## src/rtl/mesi_isc_pkg.sv

```systemverilog
// Shared encodings and broadcast FIFO entry layout for the MESI coherence interconnect.
package mesi_isc_pkg;

  // Entry fields are sized for the widest supported configuration; the top narrows them.
  localparam int unsigned MaxAddrWidth  = 64;
  localparam int unsigned MaxCpuIdWidth = 8;

  typedef enum logic [2:0] {
    MbusNop     = 3'd0,
    MbusWr      = 3'd1,
    MbusRd      = 3'd2,
    MbusWrBroad = 3'd3,
    MbusRdBroad = 3'd4
  } mbus_cmd_e;

  typedef enum logic [2:0] {
    CbusNop     = 3'd0,
    CbusWrSnoop = 3'd1,
    CbusRdSnoop = 3'd2,
    CbusEnWr    = 3'd3,
    CbusEnRd    = 3'd4
  } cbus_cmd_e;

  typedef enum logic {
    BroadRd = 1'b0,
    BroadWr = 1'b1
  } broad_type_e;

  typedef struct packed {
    logic [MaxAddrWidth-1:0]  addr;
    broad_type_e              btype;
    logic [MaxCpuIdWidth-1:0] cpu_id;
  } fifo_entry_t;

  function automatic cbus_cmd_e snoop_cmd(broad_type_e t);
    return (t == BroadWr) ? CbusWrSnoop : CbusRdSnoop;
  endfunction

  function automatic cbus_cmd_e enable_cmd(broad_type_e t);
    return (t == BroadWr) ? CbusEnWr : CbusEnRd;
  endfunction

endpackage

```

## src/rtl/mesi_isc_rr_arb.sv

```systemverilog
// Round-robin arbiter: search starts one past the last grant, modulo NUM_CPU.
module mesi_isc_rr_arb #(
  parameter int unsigned NUM_CPU      = 4,
  parameter int unsigned CPU_ID_WIDTH = 2
) (
  input  logic [NUM_CPU-1:0]      req,
  input  logic [CPU_ID_WIDTH-1:0] last_grant,
  output logic [NUM_CPU-1:0]      gnt,
  output logic [CPU_ID_WIDTH-1:0] gnt_idx,
  output logic                    gnt_valid
);

  always_comb begin
    int unsigned idx;
    gnt       = '0;
    gnt_idx   = '0;
    gnt_valid = 1'b0;
    idx       = 0;
    for (int unsigned k = 1; k <= NUM_CPU; k++) begin
      idx = (32'(last_grant) + k) % NUM_CPU;
      if (!gnt_valid && req[idx]) begin
        gnt_valid = 1'b1;
        gnt[idx]  = 1'b1;
        gnt_idx   = CPU_ID_WIDTH'(idx);
      end
    end
  end

endmodule

```

## src/rtl/mesi_isc_nport.sv

```systemverilog
// N-port MESI coherence interconnect: round-robin admission into a broadcast FIFO,
// then snoop every other CPU and enable the originator.
module mesi_isc_nport
  import mesi_isc_pkg::*;
#(
  parameter int unsigned NUM_CPU         = 4,
  parameter int unsigned CPU_ID_WIDTH    = 2,
  parameter int unsigned ADDR_WIDTH      = 32,
  parameter int unsigned MBUS_CMD_WIDTH  = 3,
  parameter int unsigned CBUS_CMD_WIDTH  = 3,
  parameter int unsigned FIFO_DEPTH      = 4,
  parameter int unsigned FIFO_DEPTH_LOG2 = 2
) (
  input  logic                                clk,
  input  logic                                rst,
  input  logic [NUM_CPU*MBUS_CMD_WIDTH-1:0]   mbus_cmd_i,
  input  logic [NUM_CPU*ADDR_WIDTH-1:0]       mbus_addr_i,
  input  logic [NUM_CPU-1:0]                  cbus_ack_i,
  output logic [NUM_CPU-1:0]                  mbus_ack_o,
  output logic [ADDR_WIDTH-1:0]               cbus_addr_o,
  output logic [NUM_CPU*CBUS_CMD_WIDTH-1:0]   cbus_cmd_o,
  output logic [FIFO_DEPTH_LOG2:0]            fifo_count_o
);

  localparam int unsigned CntW = FIFO_DEPTH_LOG2 + 1;

  typedef enum logic [1:0] {StIdle, StSnoop, StEnable} state_e;

  state_e                              state_q, state_d;
  fifo_entry_t                         head_q, head_d, wr_entry;
  fifo_entry_t                         mem [FIFO_DEPTH];
  logic [NUM_CPU-1:0]                  pending_q, pending_d;
  logic [NUM_CPU-1:0]                  req, gnt, mbus_ack_q, mbus_ack_d;
  logic [CPU_ID_WIDTH-1:0]             gnt_idx, last_grant_q, last_grant_d;
  logic [FIFO_DEPTH_LOG2-1:0]          wr_ptr_q, wr_ptr_d, rd_ptr_q, rd_ptr_d;
  logic [CntW-1:0]                     count_q, count_d;
  logic [ADDR_WIDTH-1:0]               cbus_addr_q, cbus_addr_d;
  logic [NUM_CPU*CBUS_CMD_WIDTH-1:0]   cbus_cmd_q, cbus_cmd_d;
  logic [MBUS_CMD_WIDTH-1:0]           gnt_cmd;
  logic                                gnt_valid, push, pop;

  for (genvar i = 0; i < NUM_CPU; i++) begin : g_req
    logic [MBUS_CMD_WIDTH-1:0] cmd;
    assign cmd    = mbus_cmd_i[i*MBUS_CMD_WIDTH +: MBUS_CMD_WIDTH];
    // A port is masked during its ack cycle so a held command is not admitted twice.
    assign req[i] = (cmd == MBUS_CMD_WIDTH'(MbusWrBroad) ||
                     cmd == MBUS_CMD_WIDTH'(MbusRdBroad)) && !mbus_ack_q[i];
  end

  mesi_isc_rr_arb #(
    .NUM_CPU      (NUM_CPU),
    .CPU_ID_WIDTH (CPU_ID_WIDTH)
  ) u_arb (
    .req        (req),
    .last_grant (last_grant_q),
    .gnt        (gnt),
    .gnt_idx    (gnt_idx),
    .gnt_valid  (gnt_valid)
  );

  // Fullness uses the registered count, so a same-cycle pop never frees a slot early.
  assign push         = gnt_valid && (count_q < CntW'(FIFO_DEPTH));
  assign gnt_cmd      = mbus_cmd_i[32'(gnt_idx)*MBUS_CMD_WIDTH +: MBUS_CMD_WIDTH];
  assign mbus_ack_d   = push ? gnt : '0;
  assign last_grant_d = push ? gnt_idx : last_grant_q;

  always_comb begin
    wr_entry        = '0;
    wr_entry.addr   = MaxAddrWidth'(mbus_addr_i[32'(gnt_idx)*ADDR_WIDTH +: ADDR_WIDTH]);
    wr_entry.btype  = (gnt_cmd == MBUS_CMD_WIDTH'(MbusWrBroad)) ? BroadWr : BroadRd;
    wr_entry.cpu_id = MaxCpuIdWidth'(gnt_idx);
  end

  always_ff @(posedge clk) begin
    if (push) mem[wr_ptr_q] <= wr_entry;
  end

  always_comb begin
    state_d   = state_q;
    pending_d = pending_q;
    head_d    = head_q;
    pop       = 1'b0;
    unique case (state_q)
      StIdle: begin
        if (count_q != '0) begin
          state_d   = StSnoop;
          head_d    = mem[rd_ptr_q];
          pending_d = '1;
          pending_d[CPU_ID_WIDTH'(head_d.cpu_id)] = 1'b0;
        end
      end
      StSnoop: begin
        pending_d = pending_q & ~cbus_ack_i;
        if (pending_d == '0) state_d = StEnable;
      end
      StEnable: begin
        if (cbus_ack_i[CPU_ID_WIDTH'(head_q.cpu_id)]) begin
          pop     = 1'b1;
          state_d = StIdle;
        end
      end
      default: state_d = StIdle;
    endcase

    // Outputs are computed from next-state values so they can be registered.
    cbus_addr_d = '0;
    cbus_cmd_d  = '0;
    if (state_d != StIdle) cbus_addr_d = ADDR_WIDTH'(head_d.addr);
    for (int j = 0; j < NUM_CPU; j++) begin
      if (state_d == StSnoop && pending_d[j]) begin
        cbus_cmd_d[j*CBUS_CMD_WIDTH +: CBUS_CMD_WIDTH] =
          CBUS_CMD_WIDTH'(snoop_cmd(head_d.btype));
      end else if (state_d == StEnable &&
                   CPU_ID_WIDTH'(head_d.cpu_id) == CPU_ID_WIDTH'(j)) begin
        cbus_cmd_d[j*CBUS_CMD_WIDTH +: CBUS_CMD_WIDTH] =
          CBUS_CMD_WIDTH'(enable_cmd(head_d.btype));
      end
    end
  end

  assign wr_ptr_d = !push ? wr_ptr_q :
                    (wr_ptr_q == FIFO_DEPTH_LOG2'(FIFO_DEPTH - 1)) ? '0 :
                    wr_ptr_q + FIFO_DEPTH_LOG2'(1);
  assign rd_ptr_d = !pop ? rd_ptr_q :
                    (rd_ptr_q == FIFO_DEPTH_LOG2'(FIFO_DEPTH - 1)) ? '0 :
                    rd_ptr_q + FIFO_DEPTH_LOG2'(1);
  assign count_d  = count_q + CntW'(push) - CntW'(pop);

  always_ff @(posedge clk or posedge rst) begin
    if (rst) begin
      state_q      <= StIdle;
      head_q       <= '0;
      pending_q    <= '0;
      wr_ptr_q     <= '0;
      rd_ptr_q     <= '0;
      count_q      <= '0;
      last_grant_q <= CPU_ID_WIDTH'(NUM_CPU - 1);
      mbus_ack_q   <= '0;
      cbus_addr_q  <= '0;
      cbus_cmd_q   <= '0;
    end else begin
      state_q      <= state_d;
      head_q       <= head_d;
      pending_q    <= pending_d;
      wr_ptr_q     <= wr_ptr_d;
      rd_ptr_q     <= rd_ptr_d;
      count_q      <= count_d;
      last_grant_q <= last_grant_d;
      mbus_ack_q   <= mbus_ack_d;
      cbus_addr_q  <= cbus_addr_d;
      cbus_cmd_q   <= cbus_cmd_d;
    end
  end

  assign mbus_ack_o   = mbus_ack_q;
  assign cbus_addr_o  = cbus_addr_q;
  assign cbus_cmd_o   = cbus_cmd_q;
  assign fifo_count_o = count_q;

endmodule

```

## config.mk

```make
export PLATFORM = sky130hd
export DESIGN_NAME = mesi_isc_nport
export DESIGN_NICKNAME = d
export VERILOG_FILES = /design/src/rtl/mesi_isc_pkg.sv /design/src/rtl/mesi_isc_rr_arb.sv /design/src/rtl/mesi_isc_nport.sv
export SDC_FILE = /design/constraint.sdc
export NUM_CORES = 1
export LEC_CHECK = 0
export CELL_PAD_IN_SITES_DETAIL_PLACEMENT = 1
export CELL_PAD_IN_SITES_GLOBAL_PLACEMENT = 1
export CORE_ASPECT_RATIO = 1.75
export CORE_MARGIN = 3
export CORE_UTILIZATION = 30
export DETAILED_ROUTE_END_ITERATION = 10
export DONT_BUFFER_PORTS = 1
export GPL_TIMING_DRIVEN = 0
export HOLD_SLACK_MARGIN = 0.1
export PLACE_DENSITY_LB_ADDON = 0.08
export SLEW_MARGIN = 25
export SYNTH_ARGS = -nofsm -noshare
export SYNTH_HDL_FRONTEND = slang
export SYNTH_SLANG_ARGS = --single-unit
export TNS_END_PERCENT = 30
```

## constraint.sdc

```tcl
create_clock -name clk -period 2.8 [get_ports clk]
set_input_delay 0 -clock clk [delete_from_list [all_inputs] [get_ports clk]]
set_output_delay 0 -clock clk [all_outputs]
set_load 0.01 [all_outputs]
```

==> impl_metrics.json, run 1 <==
{
  "drt-vias-per-instance": 5.01,
  "grt_pass1_vias": 8749,
  "gp_congestion": 0.803,
  "min_path_type": "input pin to register",
  "final_util_pct": 42.8,
  "clock_skew_ps": 21.7,
  "ys_warn_count": 0,
  "crit_arrival_ps": 3360,
  "rsz0062_at_grt": "true",
  "finalCritPeriodShare_pct": 105,
  "worstSetupPathType": "register to register",
  "synth_area_per_cell_sq_um": 13.3,
  "synth_cell_type_count": 59,
  "hold_end": "mem[3][2]",
  "synthTopCellsByArea": "edfxtp_1 (39%), dfrtp_1 (22%), mux4_2 (8.6%)",
  "clk_path_buf_depth": 3,
  "reg2reg_from": "mbus_ack_o[2]",
  "ff2ff_path_depth": 12,
  "drive_gt1_share_pct": 31.2,
  "antenna_found_initial": 1,
  "cellLeakagePower_nw": 5.65,
  "wl_um": 36400,
  "yosys_register_bits": 238,
  "ys.flop_type": "edfxtp_1",
  "met2_usage_pct": 35.2,
  "die_w_um": 149,
  "slew_viol_final": 0,
  "setup_viol": 100,
  "worstHoldPathCells": 3,
  "ys_seq_area_share_pct": 61.9,
  "path_cells": "nor4bb_4 > nor2_2 > mux4_2 > o211ai_4 > and3_4 > buf_12 > buf_6 > buf_12 > buf_4 > nor2_2 > o32ai_2 > buf_4",
  "clk_transition_reported_paths_ps": 70,
  "preCtsSetupSlack_ps": -1000,
  "clk_latency_ps": 530,
  "floorplan.rows": 91,
  "syn_to_final_growth_pct": 40.5,
  "cts_buffers": 24,
  "first_pass_iters": 4,
  "die_y_um": 257,
  "io_pins": 197,
  "die_area_sq_mm": 0.0383,
  "syn_nets": 973,
  "power_density_mw_per_mm2": 1340,
  "use_met1_pct": 21.5,
  "grt.overflow.total": 0,
  "yosysMostFrequentCell": "edfxtp_1",
  "grt_max_degree": 58,
  "synth_edf_count": 140,
  "cpMaxStageDelayCell": "mux4_2",
  "top_usage_layer": "met2",
  "htreeDepth": 1,
  "path_delay_family": "simple AND/OR/NAND/NOR gates",
  "period_needed_ps": 2950,
  "path_buf_inv": 5,
  "drc": 0,
  "reg2reg_to": "mem[3][17]",
  "cts_tree": "yes",
  "total_power_mw": 20.3,
  "fin_nets": 1186,
  "relSlewSlack_pct": 49.4,
  "cap_violations": 0,
  "dpl.hpwl_um": 23100,
  "vias": 7554,
  "violations": "negative setup slack",
  "cp.required_ps": 3200,
  "drt_iter0_drc": 320,
  "grt_usage_pct": 18.8,
  "setup_ws_ps": -153,
  "wl_per_cell_um": 24.2,
  "cp_max_fo": 10,
  "synthTopCellsByCount": "edfxtp_1 (140), nand2_1 (125), dfrtp_1 (96)",
  "tns_ps": -5510,
  "holdCritStartpoint": "mbus_cmd_i[11]",
  "crit_path_end_kind": "register",
  "ir_drop_v": 0.000702,
  "grt_pass1_wl_um": 54200,
  "start_kind": "register",
  "synthCells": 811,
  "synth_top_cell_by_area": "edfxtp_1",
  "tightest_slew_ps": 758,
  "clock_sinks": 238,
  "core_sq_mm": 0.0353,
  "hold_ws_ps": 164,
  "status": "complete, but fails checks",
  "numPortBuffers": 0,
  "postRouteAntennaNets": 0,
  "critPathMaxStageDelay_ps": 530,
  "start_util_pct": 30.5,
  "max_freq_mhz": 339,
  "globalRouteMet3Util_pct": 2.90,
  "synth.top_cell.area_share_pct": 39.1,
  "async_flop_share_pct": 41.2,
  "synth_area_sq_mm": 0.0108,
  "rrSetupSlack_ps": -150,
  "clock_tree.root_cell": "clkbuf_16",
  "hold_violations": 0
}
==> cell type report <==
class	instances	area, sq um
flip-flops and latches	238	6660
clock buffers	32	746
well taps	465	582
diodes	1	2.50
inverters	20	85.1
repair buffers	191	1970
clock inverters	12	85.1
multi-input cells	509	4630
fillers	3655	20200
plain buffers	40	358
==> tightest hold or removal path: stages <==
cell and delay (ps):
nor2_1 70, o22ai_1 270, o32ai_4 150
==> registers in the layout, summed over array words and instances, names as in the netlist <==
signal,flops
mem,140
head_q,35
cbus_addr_o,32
cbus_cmd_o,12
mbus_ack_o,4
pending_q,4
fifo_count_o,3
last_grant_q,2
rd_ptr_q,2
state_q,2
wr_ptr_q,2
==> metrics by stage <==
step / instance area, sq um / cells
floorplan: 10800 / 811
global placement: 11400 / 1276
detailed placement: 11400 / 1277
CTS: 14800 / 1498
global route: 15100 / 1508
finish: 15100 / 1508
==> cell families after synthesis <==
family / Yosys count / share of synthesized area [%]
multiplexers: 46 / 9.06
flip-flops: 238 / 61.9
AO/OA/AOI/OAI: 125 / 10.2
XOR/XNOR: 3 / 0.244
buffers and inverters: 64 / 3.12
adder cells (fa/ha/maj): 16 / 1.93
AND/OR/NAND/NOR: 319 / 13.6
==> timing repair <==
action | CTS | global route
gates resized for setup | 184 | 69
hold endpoints to repair | 244 | 4
setup endpoints to repair | 320 | 161
cloned | 2 | 2
setup buffers | 35 | 9
pin swaps | 43 | 18
hold buffers | 141 | 2
==> routing by layer <==
metal  part of all wire (%)  wire length, um  vias up
li1                       -                -     3374
met1                     37            13600     3856
met2                     55            19900      262
met3                    4.7             1700       62
met4                    3.4             1250        0
met5                      0                0        -
==> power by group <==
part | switching (mW) | internal (mW)
Clock | 1.43 | 1.89
Sequential | 0.554 | 5.60
Combinational | 6.31 | 4.53
Total | 8.29 | 12.0
==> how the worst max path moves through the flow <==
stage | startpoint | end | slack [ps] | depth (start not counted)
after global routing | mbus_ack_o[2] | mem[0][17] | -200 | 11
final | mbus_ack_o[2] | mem[3][17] | -150 | 12
after detailed placement | last_grant_q[0] | mem[2][6] | -1000 | 7
after global placement | mbus_ack_o[2] | mem[0][13] | -1350 | 5
after floorplan | mbus_ack_o[0] | fifo_count_o[2] | -10 | 11
after CTS | mbus_ack_o[2] | mem[2][6] | -190 | 11
==> layout by cell type, fill, tap and decap left out, types with 7 or more instances in the layout <==
master	instances
nor2_2	58
buf_12	13
clkbuf_1	16
o21ai_1	17
inv_1	15
nor2b_1	35
nand3_1	7
buf_4	33
dlygate4sd3_1	142
buf_6	10
edfxtp_1	140
o32ai_4	30
nor2_1	43
o21ai_2	13
mux4_2	41
o21ai_0	7
nand2_1	125
a21oi_1	9
dfrtp_1	93
ha_1	14
nor2_4	20
clkbuf_16	30
Note: power is estimated with default switching activity, not from simulation.
==> inputs of run 2 (changes only) <==
--- a/config.mk
+++ b/config.mk
@@ -9,7 +9,7 @@
 export CELL_PAD_IN_SITES_GLOBAL_PLACEMENT = 1
 export CORE_ASPECT_RATIO = 1.75
 export CORE_MARGIN = 3
-export CORE_UTILIZATION = 30
+export CORE_UTILIZATION = 46
 export DETAILED_ROUTE_END_ITERATION = 10
 export DONT_BUFFER_PORTS = 1
 export GPL_TIMING_DRIVEN = 0
==> impl_metrics.json, run 2 (synthesis gave the netlist of run 1 again) <==
{
  "wl_per_cell_um": 28.6,
  "floorplan.rows": 73,
  "clock_tree.root_cell": "clkbuf_16",
  "drc": 0,
  "tightest_slew_ps": 789,
  "htreeDepth": 1,
  "relSlewSlack_pct": 47.4,
  "vias": 7972,
  "worstSetupPathType": "register to register",
  "syn_to_final_growth_pct": 37.0,
  "clock_skew_ps": 32.9,
  "grt_usage_pct": 28.8,
  "gp_congestion": 0.785,
  "crit_arrival_ps": 3200,
  "cellLeakagePower_nw": 5.53,
  "grt_max_degree": 73,
  "clk_transition_reported_paths_ps": 70,
  "status": "complete, but fails checks",
  "die_y_um": 208,
  "max_freq_mhz": 339,
  "setup_ws_ps": -151,
  "core_sq_mm": 0.0228,
  "grt_pass1_vias": 8966,
  "dpl.hpwl_um": 20400,
  "start_kind": "register",
  "antenna_found_initial": 2,
  "min_path_type": "input pin to register",
  "drt-vias-per-instance": 5.98,
  "slew_viol_final": 0,
  "dp_cells": 1116,
  "finalCritPeriodShare_pct": 105,
  "start_util_pct": 47.1,
  "largest_register_ffs": 140,
  "cp.required_ps": 3050,
  "hold_violations": 0,
  "setup_viol": 132,
  "postRouteAntennaNets": 0,
  "power_density_mw_per_mm2": 1370,
  "most-common-layout-cells": "dlygate4sd3_1 (142), edfxtp_1 (140), nand2_1 (125)",
  "ir_drop_v": 0.00102,
  "die_area_sq_mm": 0.0253,
  "cp_max_fo": 10,
  "tns_ps": -10200,
  "first_pass_iters": 5,
  "final_cell_count_no_fill": 1334,
  "largest_register": "mem",
  "period_needed_ps": 2950,
  "final_util_pct": 64.5,
  "crit_path_end_kind": "register",
  "grt_pass1_wl_um": 54300,
  "grt.overflow.total": 0,
  "clock_sinks": 238,
  "clk_path_buf_depth": 3,
  "numPortBuffers": 0,
  "die_w_um": 122,
  "total_power_mw": 20.2,
  "cts_tree": "yes",
  "cts_buffers": 22,
  "violations": "negative setup slack",
  "cap_violations": 0,
  "wl_um": 38200,
  "drive_gt1_share_pct": 28.9,
  "fin_nets": 1176,
  "io_pins": 197,
  "layout_commonest_cell": "dlygate4sd3_1",
  "rsz0062_at_grt": "true",
  "clk_latency_ps": 540,
  "drt_iter0_drc": 494
}
## run 2: cell count changes in the layout (fill, tap and decap cells not counted), moves of 5 or more
cell / previous run / this run
clkbuf_16: 30 / 25
nor2_2: 58 / 48
buf_4: 33 / 27
buf_6: 10 / 5
o21ai_2: 13 / 5
o21ai_1: 17 / 23
nor2_1: 43 / 37
nor2_4: 20 / 36
## run 2: repair_timing
action	4_1_cts	5_1_grt
hold endpoints to repair	242	0
buffers inserted	25	5
gates cloned	3	3
hold buffers	143	0
setup endpoints to repair	265	176
resized for setup	165	69
pin swaps	28	17
## run 2: where the power goes
part,switching [mW],total (mW),internal (mW)
clock network,1.39,2.97,1.58
logic,6.60,11.0,4.42
registers,0.616,6.22,5.61
## run 2: path summary, 6_finish.rpt
path	depth (start not counted)	end	startpoint	slack (ps)
worst max-delay path	9	mem[3][25]	mbus_ack_o[2]	-150
worst min-delay path	3	state_q[1]	cbus_ack_i[2]	120
worst max register to register	9	mem[3][25]	mbus_ack_o[2]	-150
worst min register to register	2	head_q[15]	head_q[15]	470
max in group asynchronous	4	last_grant_q[1]	rst	1770
min in group asynchronous	4	head_q[11]	rst	570
## run 2: routing by layer
layer  vias to the layer above  part of all wire (%)  GRT usage [%]
li1                       3365                     -              -
met1                      4077                    34           32.2
met2                       412                    55           52.0
met3                       118                   5.9           5.58
met4                         0                   5.2           13.0
met5                         -                     0              0
## run 2: stage by stage
stage | worst slack (ps) | area [sq um] | hold slack (ps)
floorplan | -12.2 | 10800 | 259
global placement | -984 | 11100 | 290
detailed placement | -786 | 11300 | -152
CTS | -124 | 14400 | 101
global route | -263 | 14700 | 117
finish | -151 | 14700 | 120
## run 2: layout make-up
type	count	area, sq um
Antenna cell	4	10.0
Buffer	42	385
Clock buffer	27	579
Clock inverter	13	113
Fill cell	2103	8100
Inverter	20	93.8
Multi-Input combinational cell	509	4600
Sequential cell	238	6660
Tap cell	300	375
Timing Repair Buffer	181	1920
## run 2: worst max-delay path, stage by stage (launching register included)
cell and delay, ps:
dfrtp_2 480, nor4bb_4 360, nor4_1 130, o211ai_1 400
o211ai_2 180, and3_4 270, buf_12 160, buf_6 160
o21ai_1 330, o32ai_4 210
